## src/rtl/midi_pkg.sv

```systemverilog
// Shared MIDI serial constants and the transmitter state encoding.
// Imported by both the MIDI transmitter and receiver.
package midi_pkg;

   typedef enum logic [1:0] {
      IDLE,
      START_BIT,
      DATA,
      STOP_BIT
   } state_t;

   localparam int MIDI_BITS_PER_FRAME       = 10;
   localparam int MIDI_BYTES_PER_MSG        = 3;
   localparam int MIDI_DEFAULT_CLKS_PER_BIT = 128;

endpackage

```

## src/rtl/midi_transmitter_if.sv

```systemverilog
// Message handshake and serial line of the MIDI transmitter.
interface midi_transmitter_if;

   logic       START;
   logic [7:0] STATUS;
   logic [7:0] NOTE;
   logic [7:0] VELOCITY;
   logic       READY;
   logic       BUSY;
   logic       TX;

   modport master (
      output START, STATUS, NOTE, VELOCITY,
      input  READY, BUSY, TX
   );

   modport slave (
      input  START, STATUS, NOTE, VELOCITY,
      output READY, BUSY, TX
   );

endinterface

```

## src/rtl/midi_tx_baud.sv

```systemverilog
// Bit-period divider: counts 0..CLKS_PER_BIT-1 while enabled, pulses bit_tick on the last count.
module midi_tx_baud
   import midi_pkg::*;
#(
   parameter int CLKS_PER_BIT = MIDI_DEFAULT_CLKS_PER_BIT
) (
   input  logic CLK,
   input  logic RESET,
   input  logic clear,
   input  logic en,
   output logic bit_tick
);

   localparam int CNT_W = $clog2(CLKS_PER_BIT);
   localparam logic [CNT_W-1:0] LAST = CNT_W'(CLKS_PER_BIT - 1);

   logic [CNT_W-1:0] cnt;

   assign bit_tick = en && (cnt == LAST);

   always_ff @(posedge CLK) begin
      if (!RESET || clear) begin
         cnt <= '0;
      end else if (en) begin
         cnt <= bit_tick ? '0 : cnt + CNT_W'(1);
      end
   end

endmodule

```

## src/rtl/midi_transmitter.sv

```systemverilog
// Three-byte MIDI message serializer (start, 8 data bits MSB-first, stop per byte).
// Optional running-status byte skipping under `ifdef MIDI_TX_RUNNING_STATUS_EN.
module midi_transmitter
   import midi_pkg::*;
#(
   parameter int CLKS_PER_BIT = MIDI_DEFAULT_CLKS_PER_BIT
) (
   input  logic               CLK,
   input  logic               RESET,
   midi_transmitter_if.slave  bus
);

   state_t     state, state_d;
   logic [1:0] byte_idx, byte_idx_d;
   logic [2:0] bit_idx, bit_idx_d;
   logic [7:0] shift, shift_d;
   logic [7:0] msg [MIDI_BYTES_PER_MSG];
   logic       tx, tx_d;
   logic       idle, accept, skip, bit_tick;

   assign idle      = (state == IDLE);
   assign accept    = bus.START && idle && RESET;
   assign bus.READY = idle;
   assign bus.BUSY  = !idle;
   assign bus.TX    = tx;

   midi_tx_baud #(.CLKS_PER_BIT(CLKS_PER_BIT)) u_baud (
      .CLK      (CLK),
      .RESET    (RESET),
      .clear    (idle),
      .en       (!idle),
      .bit_tick (bit_tick)
   );

`ifdef MIDI_TX_RUNNING_STATUS_EN
   logic [7:0] last_status;

   // A repeated status byte is implied by the receiver, so only note/velocity go out.
   assign skip = bus.STATUS[7] && (bus.STATUS == last_status);

   always_ff @(posedge CLK) begin
      if (!RESET) begin
         last_status <= 8'h00;
      end else if (accept && bus.STATUS[7]) begin
         last_status <= bus.STATUS;
      end
   end
`else
   assign skip = 1'b0;
`endif

   always_comb begin
      state_d    = state;
      byte_idx_d = byte_idx;
      bit_idx_d  = bit_idx;
      shift_d    = shift;
      unique case (state)
         IDLE: begin
            if (accept) begin
               state_d    = START_BIT;
               byte_idx_d = skip ? 2'd1 : 2'd0;
            end
         end
         START_BIT: begin
            if (bit_tick) begin
               state_d   = DATA;
               shift_d   = msg[byte_idx];
               bit_idx_d = '0;
            end
         end
         DATA: begin
            if (bit_tick) begin
               shift_d   = {shift[6:0], 1'b0};
               bit_idx_d = bit_idx + 3'd1;
               if (bit_idx == 3'd7) state_d = STOP_BIT;
            end
         end
         STOP_BIT: begin
            if (bit_tick) begin
               if (byte_idx == 2'(MIDI_BYTES_PER_MSG - 1)) begin
                  state_d = IDLE;
               end else begin
                  byte_idx_d = byte_idx + 2'd1;
                  state_d    = START_BIT;
               end
            end
         end
         default: state_d = IDLE;
      endcase

      // TX is registered from the next state so the line changes on the same edge as the FSM.
      unique case (state_d)
         START_BIT: tx_d = 1'b0;
         DATA:      tx_d = shift_d[7];
         default:   tx_d = 1'b1;
      endcase
   end

   always_ff @(posedge CLK) begin
      if (!RESET) begin
         state    <= IDLE;
         byte_idx <= '0;
         bit_idx  <= '0;
         tx       <= 1'b1;
      end else begin
         state    <= state_d;
         byte_idx <= byte_idx_d;
         bit_idx  <= bit_idx_d;
         tx       <= tx_d;
      end
   end

   always_ff @(posedge CLK) begin
      shift <= shift_d;
      if (accept) begin
         msg[0] <= bus.STATUS;
         msg[1] <= bus.NOTE;
         msg[2] <= bus.VELOCITY;
      end
   end

endmodule
```

## src/flat_wrapper.sv

```systemverilog
// flat-port wrapper written by rule: the top's interface ports become plain ports
module midi_transmitter_flat import midi_pkg::*;
#(
   parameter int CLKS_PER_BIT = MIDI_DEFAULT_CLKS_PER_BIT
)
  (CLK, RESET, bus_START, bus_STATUS, bus_NOTE, bus_VELOCITY, bus_READY, bus_BUSY, bus_TX);
  midi_transmitter_if bus_i ();
  input  logic CLK;
  input  logic RESET;
  input wire logic [$bits(bus_i.START)-1:0] bus_START;
  input wire logic [$bits(bus_i.STATUS)-1:0] bus_STATUS;
  input wire logic [$bits(bus_i.NOTE)-1:0] bus_NOTE;
  input wire logic [$bits(bus_i.VELOCITY)-1:0] bus_VELOCITY;
  output wire logic [$bits(bus_i.READY)-1:0] bus_READY;
  output wire logic [$bits(bus_i.BUSY)-1:0] bus_BUSY;
  output wire logic [$bits(bus_i.TX)-1:0] bus_TX;
  assign bus_i.START = bus_START;
  assign bus_i.STATUS = bus_STATUS;
  assign bus_i.NOTE = bus_NOTE;
  assign bus_i.VELOCITY = bus_VELOCITY;
  assign bus_READY = bus_i.READY;
  assign bus_BUSY = bus_i.BUSY;
  assign bus_TX = bus_i.TX;
  midi_transmitter #(.CLKS_PER_BIT(CLKS_PER_BIT)) u_core (.CLK(CLK), .RESET(RESET), .bus(bus_i));
endmodule
```

## config.mk

```make
export PLATFORM = sky130hd
export DESIGN_NAME = midi_transmitter_flat
export DESIGN_NICKNAME = d
export VERILOG_FILES = /design/src/rtl/midi_pkg.sv /design/src/rtl/midi_transmitter_if.sv /design/src/rtl/midi_tx_baud.sv /design/src/rtl/midi_transmitter.sv /design/src/flat_wrapper.sv
export SDC_FILE = /design/constraint.sdc
export NUM_CORES = 1
export LEC_CHECK = 0
export CAP_MARGIN = 20
export CORE_MARGIN = 2
export CORE_UTILIZATION = 56
export CTS_BUF_LIST = sky130_fd_sc_hd__clkbuf_2
export DETAILED_ROUTE_END_ITERATION = 8
export PLACE_DENSITY = 0.82
export SLEW_MARGIN = 20
export SYNTH_ARGS = -nofsm -noshare
export SYNTH_HDL_FRONTEND = slang
export SYNTH_SLANG_ARGS = --single-unit
```

## constraint.sdc

```tcl
create_clock -name CLK -period 2.9 [get_ports CLK]
set_clock_uncertainty 0.15 [all_clocks]
set_input_delay 0.435 -clock CLK [delete_from_list [all_inputs] [get_ports CLK]]
set_output_delay 0.435 -clock CLK [all_outputs]
set_load 0.05 [all_outputs]
```

==> impl_summary.txt, run 1 <==
----------------------------------------------------
[Floorplan]
  Die ar. ... 4210 um2
  Initial core utilization ... 57.5%
  Floorplan Core Area ... 3610 um2
  Placement Rows ... 22
  DIE WIDTH ... 64.9 um
  I/O pins ... 30
  Die span in y ... 64.9 um

[Synthesis]
  Synth async-reset ratio ... 0%
  Most frequently used flop master after synthesis ... sky130_fd_sc_hd__edfxtp_1
  Count of mapped cells out of synthesis ... 167
  Post-synthesis cell type count ... 35
  Sequential element share of the synthesized area ... 62.2%
  Number of flip-flops and latches in the synthesized netlist ... 49
  Netlist area before placement ... 2070 um2
  Number of enable-type register cells in the synthesized netlist ... 31
  Synthesized area per cell ... 12.4 um2
  Syn Nets ... 203
  Total number of yosys warnings ... 0

[Timing]
  Upper clock frequency limit ... 367 MHz
  Min Clock Period, post-route ... 2.73 ns
  Measured slew at the worst slew-check pin ... 0.493 ns
  Final hold viol count ... 0
  Final critical-path share of the clock period ... 94.0%
  Setup TNS after final layout ... 0 ns
  Slew HR ... 66.9%
  Final Setup Violations ... 0
  Unrepaired setup endpoints after global routing ... false
  Pins over their slew limit ... 0

[Cells and area]
  Number of diodes added for antenna fixing ... 0
  Multi-input gate area ... 721 um2
  Synthesis-to-layout area growth ... 17.8%
  Proportion of layout cells with a drive suffix above 1 ... 7.04%
  Area taken by flip-flops and latches ... 1290 um2
  Layout net count ... 234
  Filler Cells Inserted ... 266
  Leading cell type in the layout, fill and taps excluded ... sky130_fd_sc_hd__edfxtp_1
  Final core area utilization ... 67.8%
  Commonest cells after routing, fill and taps aside ... sky130_fd_sc_hd__edfxtp_1 (31), sky130_fd_sc_hd__clkdlybuf4s50_1 (27), sky130_fd_sc_hd__dfxtp_1 (18)

[Pwr]
  P_leak ... 0.893 nW
  Total internal power ... 0.872 mW
  Logic gate share of total power ... 8.8%
  Pwr/cell area ... 467 nW/um2
  Clk pwr share ... 23.4%
  VDD IR-drop max ... 0.000250 V
  Fraction of power consumed by sequential logic ... 67.8%
  Switching part of the total ... 23.5%
  Net switching component of the power ... 0.268 mW

[Setup path]
  Startpoint type of the worst setup path ... register
  CP top delay family ... buffers and inverters
  Largest fanout on the critical path ... 9
  Cell seen most often among critical-path stages ... sky130_fd_sc_hd__inv_1
  Slowest cell on the critical path ... sky130_fd_sc_hd__dlygate4sd2_1
  Required time at the worst-slack endpoint ... 2.32 ns
  Worst setup path category ... reg2out
  Crit-path cells ... inv_1 > ha_1 > inv_1 > dlygate4sd2_1
  CP Capture Type ... output port
  Arrival time of data at the critical path endpoint ... 2.14 ns
  Buf+Inv Stages, Crit Path ... 3
  Largest stage delay on the critical path ... 0.56 ns

[Route]
  Routed length per instance ... 14.3 um
  Number of vias per cell after detailed routing ... 5.32
  TritonRoute pass-1 iters ... 4
  Wire length after detailed routing ... 3530 um
  Iteration-0 DRC Markers ... 88
  Number of routed nets with antenna violations ... 0
  Vias after detailed routing ... 1314
  Drt drc ... 0

[CTS]
  Number of gates resized after CTS ... 1
  Total number of H-tree levels ... 2
  Setup fix buffers added after clock tree synthesis ... 0
  Number of hold buffers added after cts ... 0
  Clock transition at the register clock pins on the worst setup and hold paths after CTS ... 0.24 ns
  CTS tree ... built
  Buffers from clock root to sink, at most ... 2
  Root buffer cell ... sky130_fd_sc_hd__clkbuf_2
  Total CTS buffers ... 5
  Sink count of the clock tree ... 49
  Clk_lat worst skew ... 0.43 ns

[Job]
  Max Cap Violations ... 0

[Outcome]
  Outcome ... finished, final reports clean

[Global route]
  Largest net degree at the start of global routing ... 25
  Initial antenna violation count ... 0
  Via count of the first global-routing pass ... 1240
  Sum of overflow across all layers after global routing ... 0
  Wire length of the first global-routing pass ... 5770 um
  Global-route usage over all layers ... 18.8%

[Place]
  Final weighted congestion in routability-driven placement ... 0.780
  Half-perimeter wire length after placement ... 2660 um
  Number of buffers inserted by port buffering ... 29

[Worst hold path]
  Min-delay worst type ... reg2reg

----------------------------------------------------
==> cell families (layout without fill, tap and decap cells) <==
family | after synthesis | count (layout) | share of synthesized area [%]
buffers and inverters | 14 | 46 | 3.14
muxes | 12 | 12 | 5.79
and+or+nand+nor | 50 | 50 | 12.5
adders and majority gates | 9 | 9 | 5.43
xor gates and xnor gates | 4 | 4 | 1.69
DFF | 49 | 49 | 62.2
AOI/OAI and AO/OA | 29 | 29 | 9.17
==> worst reg2reg max path, stage by stage, from the launching register on <==
cell                      delay [ns]
sky130_fd_sc_hd__dfxtp_1        0.52
sky130_fd_sc_hd__inv_1          0.11
sky130_fd_sc_hd__ha_1           0.30
sky130_fd_sc_hd__and4b_1        0.48
sky130_fd_sc_hd__and2_4         0.24
sky130_fd_sc_hd__and3_1         0.35
sky130_fd_sc_hd__nand2_1        0.08
sky130_fd_sc_hd__o21ai_0        0.10
==> worst paths after layout <==
path	startpoint	endpoint	slack (ns)	cells after the start
max	u_core.state[1]$_SDFF_PN0_	bus_BUSY	0.17	4
min	u_core.u_baud.cnt[0]$_SDFFE_PP0N_	u_core.u_baud.cnt[0]$_SDFFE_PP0N_	0.31	1
max reg2reg	u_core.state[1]$_SDFF_PN0_	u_core.shift[1]$_DFFE_PP_	0.41	7
min reg2reg	u_core.u_baud.cnt[0]$_SDFFE_PP0N_	u_core.u_baud.cnt[0]$_SDFFE_PP0N_	0.31	1
==> metal layers <==
metal  share of wire [%]  global-route usage (%)
met1                  43                    23.4
met2                  51                    30.0
met3                 4.7                    6.60
met4                 1.6                    7.18
met5                   0                       0
==> flip-flops by register name, summed over array words and instances (netlist names), named ones only <==
name               cells
u_core.msg            24
u_core.byte_idx        2
u_core.bit_idx         3
u_core.shift           8
u_core.state           2
u_core.u_baud.cnt      7
u_core.bus.TX          1
==> synthesized netlist by cell type, types with 2 or more instances <==
master	number	share of area, %
sky130_fd_sc_hd__nor2b_1	6	1.8
sky130_fd_sc_hd__nand3_1	4	0.97
sky130_fd_sc_hd__a32oi_1	2	0.84
sky130_fd_sc_hd__a22oi_1	3	1.1
sky130_fd_sc_hd__mux2i_1	12	5.8
sky130_fd_sc_hd__xor2_1	2	0.84
sky130_fd_sc_hd__edfxtp_1	31	45
sky130_fd_sc_hd__xnor2_1	2	0.84
sky130_fd_sc_hd__nand2_1	9	1.6
sky130_fd_sc_hd__nor2_1	18	3.3
sky130_fd_sc_hd__a21oi_1	7	1.7
sky130_fd_sc_hd__ha_1	9	5.4
sky130_fd_sc_hd__dfxtp_1	18	17
sky130_fd_sc_hd__o21ai_0	9	2.2
sky130_fd_sc_hd__and2_4	2	0.84
sky130_fd_sc_hd__clkbuf_1	3	0.54
sky130_fd_sc_hd__and4_1	2	0.84
sky130_fd_sc_hd__inv_1	8	1.4
sky130_fd_sc_hd__a31oi_1	2	0.60
sky130_fd_sc_hd__and3_1	3	0.90
==> final cells by class <==
cell class	count	area share, %
Clock buffer	5	1.02
Clock inverter	3	0.717
Inverter	8	1.23
Multi-Input combinational cell	104	29.5
Sequential cell	49	52.8
Tap cell	48	2.46
Timing Repair Buffer	30	12.2
==> through the flow <==
step	instance area, um2	hold slack [ns]	cells	total power, mW	setup WS [ns]
final	2440	0.309	247	1.14	0.174
after global routing	2440	0.324	247	1.20	0.0225
after CTS	2440	0.320	247	1.15	0.139
after detailed placement	2400	0.299	239	0.889	0.436
after global placement	2400	0.275	239	0.885	0.504
after floorplan	2080	0.263	167	0.835	0.00746
==> power by group through the flow <==
stage                     clock network (mW)  logic [mW]  registers [mW]
final                                  0.267       0.100           0.773
after global placement                     0      0.0983           0.786
after global routing                   0.314       0.108           0.776
after floorplan                            0      0.0452           0.790
after detailed placement                   0       0.101           0.788
after CTS                              0.279       0.101           0.773
No activity file was read; power rests on OpenSTA's default activity.
==> inputs of run 2 (changes only) <==
SLEW_MARGIN = not set   (was 20)
clock period = 2.62 ns   (was 2.9 ns; I/O delays follow)
==> impl_summary.txt, run 2 (synthesis results as in run 1) <==
----------------------------------------------------
[Timing]
  Final hold slack ... 0.320 ns (+0.0108 ns)
  Final hold viol count ... 0 (unchanged)
  Upper clock frequency limit ... 414 MHz
  Setup TNS after final layout ... 0 ns (unchanged)
  Slew HR ... 67.3% (+0.32 points)
  Final Setup Violations ... 0 (unchanged)
  Pins over their slew limit ... 0 (unchanged)
  Unrepaired setup endpoints after global routing ... false
  Final critical-path share of the clock period ... 92.2%
  Min Clock Period, post-route ... 2.42 ns
  Measured slew at the worst slew-check pin ... 0.490 ns (-0.00294 ns)

[Floorplan]
  Die ar. ... 4210 um2 (unchanged)
  Initial core utilization ... 57.5% (unchanged)
  DIE WIDTH ... 64.9 um (unchanged)
  I/O pins ... 30 (unchanged)
  Floorplan Core Area ... 3610 um2 (unchanged)
  Die span in y ... 64.9 um (unchanged)
  Placement Rows ... 22 (unchanged)

[Outcome]
  Outcome ... finished, final reports clean

[Cells and area]
  Regs by FF count ... u_core.msg (24), u_core.shift (8), u_core.u_baud.cnt (7)
  Leading cell type in the layout, fill and taps excluded ... sky130_fd_sc_hd__edfxtp_1
  Proportion of layout cells with a drive suffix above 1 ... 7.54% (+0.50 points)
  Register with the most flip-flops ... u_core.msg
  Layout net count ... 234 (unchanged)
  Number of diodes added for antenna fixing ... 0 (unchanged)
  Commonest cells after routing, fill and taps aside ... sky130_fd_sc_hd__edfxtp_1 (31), sky130_fd_sc_hd__clkdlybuf4s50_1 (27), sky130_fd_sc_hd__dfxtp_1 (18)
  Flip-flop count of the largest register, all copies and words added ... 24 (unchanged)
  Filler Cells Inserted ... 280 (+5.3%)
  Synthesis-to-layout area growth ... 19.1%

[Global route]
  Global-route usage over all layers ... 19.1% (+0.34 points)
  Via count of the first global-routing pass ... 1310 (+5.6%)
  Wire length of the first global-routing pass ... 5890 um (+2.1%)
  Initial antenna violation count ... 0 (unchanged)
  Largest net degree at the start of global routing ... 25 (unchanged)
  Sum of overflow across all layers after global routing ... 0 (unchanged)

[Setup path]
  Worst setup path category ... reg2out
  Slowest cell on the critical path ... sky130_fd_sc_hd__dlygate4sd2_1
  Startpoint type of the worst setup path ... register
  Largest fanout on the critical path ... 9 (unchanged)
  CP Capture Type ... output port
  Crit-path cells ... inv_1 > ha_1 > dlygate4sd2_1
  Required time at the worst-slack endpoint ... 2.08 ns (-0.24 ns)
  Largest stage delay on the critical path ... 0.57 ns (about the same)
  Arrival time of data at the critical path endpoint ... 1.87 ns (-0.27 ns)

[Route]
  Vias after detailed routing ... 1315 (+0.076%)
  Wire length after detailed routing ... 3620 um (+2.6%)
  Number of routed nets with antenna violations ... 0 (unchanged)
  TritonRoute pass-1 iters ... 4 (unchanged)
  Drt drc ... 0 (unchanged)
  Number of vias per cell after detailed routing ... 5.32 (about the same)
  Routed length per instance ... 14.6 um (+2.6%)
  Iteration-0 DRC Markers ... 87 (-1.1%)

[CTS]
  Setup fix buffers added after clock tree synthesis ... 0 (unchanged)
  Buffers from clock root to sink, at most ... 2 (unchanged)
  CTS tree ... built
  Sink count of the clock tree ... 49 (unchanged)
  Clock transition at the register clock pins on the worst setup and hold paths after CTS ... 0.24 ns (about the same)
  Root buffer cell ... sky130_fd_sc_hd__clkbuf_2
  Total CTS buffers ... 5 (unchanged)
  Total number of H-tree levels ... 2 (unchanged)
  Clk_lat worst skew ... 0.43 ns (about the same)

[Job]
  Max Cap Violations ... 0 (unchanged)

[Place]
  Half-perimeter wire length after placement ... 2700 um (+1.3%)
  Final weighted congestion in routability-driven placement ... 0.808 (+3.6%)
  Number of buffers inserted by port buffering ... 29 (unchanged)

[Pwr]
  Pwr/cell area ... 557 nW/um2 (+19%)
  P_leak ... 0.902 nW (+0.97%)
  VDD IR-drop max ... 0.000738 V (+200%)

[Worst hold path]
  Min-delay worst type ... reg2reg

----------------------------------------------------
[run 2: report_power, final]
| part | internal (mW) | total (mW) | switching [mW] |
|---|---|---|---|
| Clock | 0.167 | 0.408 | 0.240 |
| Sequential | 0.848 | 0.856 | 0.00771 |
| Combinational | 0.0553 | 0.112 | 0.0570 |
[run 2: area by class of cell]
class                   count  area [um2]  share of cell area (%)
clock inverters             2        38.8                    1.57
flip-flops and latches     49        1290                    52.3
multi-input cells         104         726                    29.4
well taps                  48        60.1                    2.43
inverters                   8        30.0                    1.22
repair buffers             30         294                    11.9
clock buffers               6        30.0                    1.22
[run 2: critical path: cells and delay by family, from the launching register on]
family,cells,cell delay (ns)
flops,1,0.41
buf+inv,2,0.70
fa+ha+maj,1,0.33
[run 2: final timing paths]
kind | from | end | slack (ns) | depth (start not counted)
setup / recovery | u_core.state[0]$_SDFF_PN0_ | bus_READY | 0.20 | 3
hold / removal | u_core.u_baud.cnt[0]$_SDFFE_PP0N_ | u_core.u_baud.cnt[0]$_SDFFE_PP0N_ | 0.32 | 1
setup reg to reg | u_core.state[1]$_SDFF_PN0_ | u_core.shift[4]$_DFFE_PP_ | 0.24 | 7
hold reg to reg | u_core.u_baud.cnt[0]$_SDFFE_PP0N_ | u_core.u_baud.cnt[0]$_SDFFE_PP0N_ | 0.32 | 1
[run 2: repair_timing]
item / 4_1_cts / 5_1_grt
setup endpoints to repair: 1 / 0
resized for setup: 1 / 0
hold buffers: 0 / 0
[run 2: per-layer routing]
| metal | up-vias | part of all wire [%] | routed length, um | track usage [%] |
|---|---|---|---|---|
| li1 | 662 | - | - | - |
| met1 | 622 | 43 | 1550 | 23.1 |
| met2 | 26 | 51 | 1860 | 31.7 |
| met3 | 5 | 4.1 | 148 | 5.90 |
| met4 | 0 | 1.7 | 60 | 7.98 |
| met5 | - | 0 | 0 | 0 |
[run 2: per-stage QoR]
step | total power [mW] | area (um2) | cells | worst slack [ns] | util (%)
floorplan | 0.925 | 2080 | 167 | 0.00251 | -
global placement | 0.980 | 2400 | 239 | 0.419 | 66.6
detailed placement | 0.985 | 2400 | 239 | 0.297 | 66.6
CTS | 1.38 | 2470 | 247 | 0.198 | 68.5
global route | 1.43 | 2470 | 247 | 0.000847 | 68.5
finish | 1.38 | 2470 | 247 | 0.205 | 68.5
